$ cat src/rtl/mem_port_arbiter.sv
// Two-requester arbiter for the internal memory port: round-robin ownership with a
// burst cap, combinational access issue and an owner-tagged read-return pipeline.
module mem_port_arbiter #(
  parameter int ADDR_W    = 5,
  parameter int DATA_W    = 8,
  parameter int MAX_BURST = 4,
  parameter int MEM_LAT   = 1
) (
  input  logic              clk,
  input  logic              rst,
  input  logic              cpu_req,
  input  logic              cpu_rd,
  input  logic              cpu_wr,
  input  logic [ADDR_W-1:0] cpu_addr,
  input  logic [DATA_W-1:0] cpu_wdata,
  output logic              cpu_gnt,
  output logic              cpu_rvalid,
  output logic [DATA_W-1:0] cpu_rdata,
  input  logic              host_req,
  input  logic              host_rd,
  input  logic              host_wr,
  input  logic [ADDR_W-1:0] host_addr,
  input  logic [DATA_W-1:0] host_wdata,
  output logic              host_gnt,
  output logic              host_rvalid,
  output logic [DATA_W-1:0] host_rdata,
  output logic              mem_rd,
  output logic              mem_wr,
  output logic [ADDR_W-1:0] mem_addr,
  output logic [DATA_W-1:0] mem_wdata,
  input  logic [DATA_W-1:0] mem_rdata,
  output logic              cmd_err
);

  typedef enum logic [1:0] {
    IDLE = 2'd0,
    CPU  = 2'd1,
    HOST = 2'd2
  } owner_t;

  localparam int CNT_W = (MAX_BURST > 1) ? $clog2(MAX_BURST) : 1;
  localparam logic [CNT_W-1:0] CAP = CNT_W'(MAX_BURST - 1);

  owner_t owner, owner_next;
  owner_t last_owner, last_owner_next;
  logic [CNT_W-1:0] burst_cnt, burst_cnt_next;
  logic [MEM_LAT-1:0] pipe_valid;
  logic [MEM_LAT-1:0] pipe_tag;

  logic issue;
  logic sel_rd;
  logic sel_wr;
  logic rd_push;

  // Owner's command drives the memory port; rd&wr together is downgraded to a write.
  always_comb begin
    issue     = 1'b0;
    sel_rd    = 1'b0;
    sel_wr    = 1'b0;
    mem_addr  = {ADDR_W{1'b0}};
    mem_wdata = {DATA_W{1'b0}};
    case (owner)
      CPU: begin
        if (cpu_req) begin
          issue     = 1'b1;
          sel_rd    = cpu_rd;
          sel_wr    = cpu_wr;
          mem_addr  = cpu_addr;
          mem_wdata = cpu_wdata;
        end else begin
          issue = 1'b0;
        end
      end
      HOST: begin
        if (host_req) begin
          issue     = 1'b1;
          sel_rd    = host_rd;
          sel_wr    = host_wr;
          mem_addr  = host_addr;
          mem_wdata = host_wdata;
        end else begin
          issue = 1'b0;
        end
      end
      default: issue = 1'b0;
    endcase
    mem_wr  = sel_wr;
    mem_rd  = sel_rd & ~sel_wr;
    rd_push = issue & sel_rd & ~sel_wr;
  end

  // Ownership next-state: handoff without bubble, burst cap only when the other waits.
  always_comb begin
    owner_next      = owner;
    last_owner_next = last_owner;
    case (owner)
      IDLE: begin
        if (cpu_req && host_req) begin
          owner_next = (last_owner == CPU) ? HOST : CPU;
        end else if (cpu_req) begin
          owner_next = CPU;
        end else if (host_req) begin
          owner_next = HOST;
        end else begin
          owner_next = IDLE;
        end
      end
      CPU: begin
        if (!cpu_req) begin
          owner_next = host_req ? HOST : IDLE;
        end else if (host_req && burst_cnt == CAP) begin
          owner_next = HOST;
        end else begin
          owner_next = CPU;
        end
      end
      HOST: begin
        if (!host_req) begin
          owner_next = cpu_req ? CPU : IDLE;
        end else if (cpu_req && burst_cnt == CAP) begin
          owner_next = CPU;
        end else begin
          owner_next = HOST;
        end
      end
      default: owner_next = IDLE;
    endcase
    if (owner != IDLE && owner_next != owner) begin
      last_owner_next = owner;
    end else begin
      last_owner_next = last_owner;
    end
    if (owner_next != owner) begin
      burst_cnt_next = {CNT_W{1'b0}};
    end else if (issue && burst_cnt != CAP) begin
      burst_cnt_next = burst_cnt + CNT_W'(1);
    end else begin
      burst_cnt_next = burst_cnt;
    end
  end

  // Ownership, grant, burst and sticky error state.
  always_ff @(posedge clk or posedge rst) begin
    if (rst) begin
      owner      <= IDLE;
      last_owner <= HOST;
      burst_cnt  <= {CNT_W{1'b0}};
      cpu_gnt    <= 1'b0;
      host_gnt   <= 1'b0;
      cmd_err    <= 1'b0;
    end else begin
      owner      <= owner_next;
      last_owner <= last_owner_next;
      burst_cnt  <= burst_cnt_next;
      cpu_gnt    <= (owner_next == CPU);
      host_gnt   <= (owner_next == HOST);
      cmd_err    <= cmd_err | (issue & sel_rd & sel_wr);
    end
  end

  // Read-return shift register; tag 1 marks a host read.
  always_ff @(posedge clk or posedge rst) begin
    if (rst) begin
      pipe_valid <= {MEM_LAT{1'b0}};
      pipe_tag   <= {MEM_LAT{1'b0}};
    end else begin
      pipe_valid[0] <= rd_push;
      pipe_tag[0]   <= (owner == HOST);
      for (int i = 1; i < MEM_LAT; i++) begin
        pipe_valid[i] <= pipe_valid[i-1];
        pipe_tag[i]   <= pipe_tag[i-1];
      end
    end
  end

  assign cpu_rvalid  = pipe_valid[MEM_LAT-1] & ~pipe_tag[MEM_LAT-1];
  assign host_rvalid = pipe_valid[MEM_LAT-1] &  pipe_tag[MEM_LAT-1];
  assign cpu_rdata   = cpu_rvalid  ? mem_rdata : {DATA_W{1'b0}};
  assign host_rdata  = host_rvalid ? mem_rdata : {DATA_W{1'b0}};

endmodule

$ cat config.mk
export PLATFORM = sky130hd
export DESIGN_NAME = mem_port_arbiter
export DESIGN_NICKNAME = d
export VERILOG_FILES = /design/src/rtl/mem_port_arbiter.sv
export SDC_FILE = /design/constraint.sdc
export NUM_CORES = 1
export LEC_CHECK = 0
export ABC_AREA = 1
export CELL_PAD_IN_SITES_DETAIL_PLACEMENT = 0
export CELL_PAD_IN_SITES_GLOBAL_PLACEMENT = 1
export CORE_MARGIN = 1
export CORE_UTILIZATION = 22
export DETAILED_ROUTE_END_ITERATION = 10
export HOLD_SLACK_MARGIN = 0.02
export MAX_ROUTING_LAYER = met4
export PLACE_DENSITY_LB_ADDON = 0.1
export SETUP_SLACK_MARGIN = 0.5
export SYNTH_ARGS = -nofsm -noshare
export SYNTH_HDL_FRONTEND = slang
export SYNTH_SLANG_ARGS = --single-unit
$ cat constraint.sdc
create_clock -name clk -period 4.1 [get_ports clk]
set_input_delay 1.025 -clock clk [delete_from_list [all_inputs] [get_ports clk]]
set_output_delay 1.025 -clock clk [all_outputs]
set_load 0.05 [all_outputs]
Word level (Yosys, flattened, before mapping)
Index checks and enable logic that the tools add are counted.
Cells by class
  div/mod/pow operators: 0
  multipliers: 0
  eq/ne operators: 8
  order comparisons: 0
  add/sub/neg operators: 1
  muxes and demuxes: 29
  bitwise operators: 9
  shifts and indexed selects: 0
  reduce and logical (&&, ||, !) cells: 8
Operators by type and width (number)
  8-bit 2-to-1 mux: 4
  2-bit 2-to-1 mux: 10
  8-bit one-hot mux with 2 select lines: 1
  5-bit 2-to-1 mux: 2
  5-bit one-hot mux with 2 select lines: 1
  1-bit 2-to-1 mux: 7
  1-bit AND: 6
  2-bit by 1-bit == test with 1-bit output (second input constant): 3
  2-bit == test (second input constant): 3
  1-bit one-hot mux with 2 select lines: 3
  2-bit one-hot mux with 3 select lines: 1
  1-bit logical AND: 5
  2-bit nonzero test: 2
  2-bit by 1-bit adder with 2-bit output (second input constant): 1
  2-bit zero test: 1
  2-bit != test: 1
  2-bit != test (second input constant): 1
  1-bit inverter: 2
  1-bit bitwise OR: 1
Storage, ports and cells
  word-level logic and storage cells: 63
  bits in registers: 11
  memories: 0
  latch bits: 0
  memory bits (writable): 0
  bits of input ports: 42
  bits in read-only memories: 0
  output and inout port bits: 36

Logic depth before layout (Yosys ltp)
  depth in word-level cells: 7
  gate-level depth with buffers: 16
  gate-level depth less buffers: 15

Worst setup path before layout
Ideal clock, no wire load.
  kind: input-to-output
  from: input port host_req
  to: output port mem_addr[2]
  cell stages on the path: 4
  data arrival time: 2.317 ns
  setup slack: 0.758 ns
  path buffers: 2
  cells stage by stage: buf_4 > clkbuf_1 > nand3_1 > a21oi_1
Between the ends
  longest elaborated chain between the ends: 2
Ends and longest elaborated chain
  from (decl): line 19  | input logic host_req,
  5-bit 2-to-1 mux: line 75  | if (host_req) begin
  5-bit one-hot mux with 2 select lines: line 62  | case (owner)
  to (decl): line 29  | output logic [ADDR_W-1:0] mem_addr,
Every way passes these cells.

Final worst setup path
  from: input port cpu_req
  to: output port mem_rd
Between the ends
  longest elaborated chain between the ends: 4
Ends and longest elaborated chain
  from (decl): line 11  | input logic cpu_req,
  1-bit 2-to-1 mux: line 64  | if (cpu_req) begin
  1-bit one-hot mux with 2 select lines: line 62
  1-bit inverter: line 88  | mem_rd = sel_rd & ~sel_wr;
  1-bit AND *: line 88
  to (decl): line 27  | output logic mem_rd,
Mark *: on every way between the ends. The rest lies on a longest branch, timed or not.

==> run_results.csv <==
group,metric,value,unit
cells_and_area,final.fill_count,425,
timing,skew,0.00136,ns
cts,ctsHoldBuffers,0,
run_status,status,"complete, no violations",
cts,clk_path_buf_depth,2,
synthesis,synth_cells,161,
critical_path,cpLargestDelayFamily,"buffers and inverters",
critical_path,crit_slowest_cell,"clkdlybuf4s50_1",
placed_design,gp_congestion,0.777,
routing,drtIter0Drc,41,
floorplan,rows,24,
floorplan,die_h,69.2,um
synthesis,yosysTopAreaCellShare,25.2,%
routing,met3WireLength,232,um
global_routing,grt_max_degree,19,
floorplan,ios,78,
hold_path,hold_class,"reg2reg",
global_routing,grt_pass1_vias,1130,
cells_and_area,finalNetCount,285,
synthesis,synth-compound-area-share,9.45,%
job,max_cap_viol_count,0,
global_routing,antenna_found_initial,0,
synthesis,synth-seq-cells,11,
routing,top_layer_used,"met4",
synthesis,syn_nets,208,
placed_design,io_buffer_count,77,
global_routing,gr-usage-all-layers,14.5,%
power_and_ir_drop,power_leakage,0.921,nW
routing,first_pass_iters,4,
routing,met2_length,1590,um
synthesis,synthAdderAreaFrac,6.30,%
critical_path,path_max_fanout,15,
synthesis,synth.area.top_cells,"dfrtp_1, nand2_1, inv_1",
synthesis,synth_xor_xnor_area_share,0.882,%
timing,setup_viol,0,
routing,wl_per_cell,11.6,um
cells_and_area,syn2layout_area_growth,102,%
cts,numClockSinks,11,
routing,vias,1233,
floorplan,die_area,4790,um2
timing,rsz0062_at_grt,"false",
critical_path,critPathCaptureType,"output pin",
timing,fmax,283,MHz
synthesis,syn-cell-area,993,um2
cts,root_buffer,"clkbuf_8",
critical_path,crit_required,3.07,ns
critical_path,path_class,"in2out",
timing,slew_violations,0,
cells_and_area,multi_input_area,574,um2
timing,setup_tns,0,ns
cts,clock_latency,0.24,ns
timing,hold_viol_final,0,
cells_and_area,layout-drive-gt1-share,13.5,%
synthesis,ys_warn_count,0,
power_and_ir_drop,p_per_area,525,nW/um2
routing,drc_errors,0,
floorplan,die_width,69.2,um
routing,routed_via_density,4.27,
timing,worstMarginPinSlew,0.689,ns
power_and_ir_drop,peakVddDrop,232,uV
placed_design,dp_hpwl,2630,um
cells_and_area,utilization,46.1,%
routing,met1Wirelength,1520,um
timing,whs,0.464,ns
synthesis,muxShareOfSynthArea,0,%
synthesis,yosys.area_share.simple,41.2,%
critical_path,critPathMaxStageDelay,0.61,ns
floorplan,initial_core_util,22.8,%
cts,numCtsBuffers,3,
cells_and_area,diodes,0,
cells_and_area,ff_latch_area,277,um2
synthesis,yosys.area.top_type,"dfrtp_1",
global_routing,overflow,0,
critical_path,crit_arrival,2.50,ns
cts,clkTransAtPathRegs,0.05,ns
synthesis,ys_seq_area_share,27.8,%
critical_path,path_cells,"clkdlybuf4s50_1 > nand2_2 > inv_4 > a32o_1 > nand2_1 > nor2_1 > buf_12",
timing,max_slew_margin,54.1,%
synthesis,synth_top_family_by_area,"simple AND/OR/NAND/NOR gates",
cts,h-tree-depth,1,
synthesis,ys_types,21,
critical_path,worst_setup_path_start_kind,"primary input",
synthesis,syn_avg_cell_area,6.17,um2
cts,cts_tree,"yes",
floorplan,coreArea,4350,um2
routing,wirelength,3350,um
timing,period_needed,3.53,ns
timing,period_share,86.1,%
power_and_ir_drop,fin_total_pwr,0.00105,W
critical_path,path_buf_inv,3,
global_routing,grt_pass1_wl,5450,um
routing,drt.antenna.violating_nets,0,
## cell type report
type / count / share of cell area, %
Clock buffer: 4 / 2.24
Inverter: 30 / 5.74
Multi-Input combinational cell: 114 / 28.6
Sequential cell: 11 / 13.8
Tap cell: 52 / 3.24
Timing Repair Buffer: 78 / 46.4
## layout by cell type, fill, tap and decap left out, types with 2 or more instances in the layout
master / count
clkdlybuf4s50_1: 61
nand2_1: 38
inv_1: 27
nor2_1: 23
nand3_1: 19
buf_12: 15
a21oi_1: 14
dfrtp_1: 10
nand2_2: 7
ha_1: 5
clkbuf_8: 3
inv_2: 2
nand4_1: 2
## worst register-to-register path: stages, from the launching register on
cell	delay, ns
dfrtp_1	0.43
inv_1	0.13
ha_1	0.61
nand2_1	0.11
inv_1	0.07
nand2_1	0.05
nand2_2	0.07
inv_2	0.04
nand2_4	0.06
nand2_2	0.06
nand2_1	0.06
nand2_1	0.08
nand3_4	0.10
nand2_2	0.06
nand2_1	0.05
nand2_1	0.05
## synthesized netlist by cell type
cell type  count
nand3_4        1
clkbuf_1       3
dfrtp_1       10
nand2_2        7
inv_2          2
o22ai_1        1
nand2_4        1
nand4_1        2
nand3_1       19
dfstp_2        1
buf_2          2
buf_4          1
a32o_1         1
a21oi_1       14
clkinv_2       1
inv_1         27
nand2_1       38
ha_1           5
xor2_1         1
o21bai_1       1
nor2_1        23
## per-layer routing
metal / track usage [%] / vias up
met5: - / -
met4: 2.04 / 0
met3: 4.94 / 2
met2: 23.4 / 54
met1: 17.9 / 533
li1: - / 644
## power breakdown
part	leakage (nW)	switching (W)	total, W	internal (W)
clock	0.0228	0.0000404	0.000109	0.0000682
sequential	0.143	0.0000283	0.000179	0.000151
combinational	0.755	0.000482	0.000767	0.000285
total	0.921	0.000551	0.00105	0.000504
## flip-flops by register name, summed over array words and instances, names as in the netlist
signal and flops:
pipe_tag 1, last_owner 2, owner 2, burst_cnt 2, cmd_err 1, cpu_gnt 1
pipe_valid 1, host_gnt 1
## worst paths after layout
kind / start / endpoint / slack (ns) / depth (start not counted)
setup / recovery: cpu_req / mem_rd / 0.57 / 7
hold / removal: last_owner[1]$_DFFE_PP1P_ / last_owner[1]$_DFFE_PP1P_ / 0.46 / 2
setup reg to reg: owner[0]$_DFF_PP0_ / last_owner[0]$_DFFE_PP0P_ / 1.95 / 15
hold reg to reg: last_owner[1]$_DFFE_PP1P_ / last_owner[1]$_DFFE_PP1P_ / 0.46 / 2
max in group asynchronous: rst / last_owner[1]$_DFFE_PP1P_ / 2.65 / 2
min in group asynchronous: rst / pipe_tag$_DFF_PP0_ / 1.10 / 2
## cell families (layout without fill, tap and decap cells)
kind of cell / after synthesis / after routing
AOI/OAI and AO/OA: 17 / 17
xor gates and xnor gates: 1 / 1
adders and majority gates: 5 / 5
buffers and inverters: 36 / 112
DFF: 11 / 11
and+or+nand+nor: 91 / 91
## stage by stage
step	std cells	setup slack, ns	area, um2
floorplan	161	0.758	993
global placement	285	0.549	1960
detailed placement	285	0.548	1960
CTS	289	0.547	2000
global route	289	0.507	2010
finish	289	0.571	2010
## timing repair
action                                  4_1_cts  5_1_grt
resized for setup                             0        2
setup buffers                                 0        0
hold endpoints to repair                      0        0
endpoints found under the setup margin        0        5
Note: power is estimated with default switching activity, not from simulation.
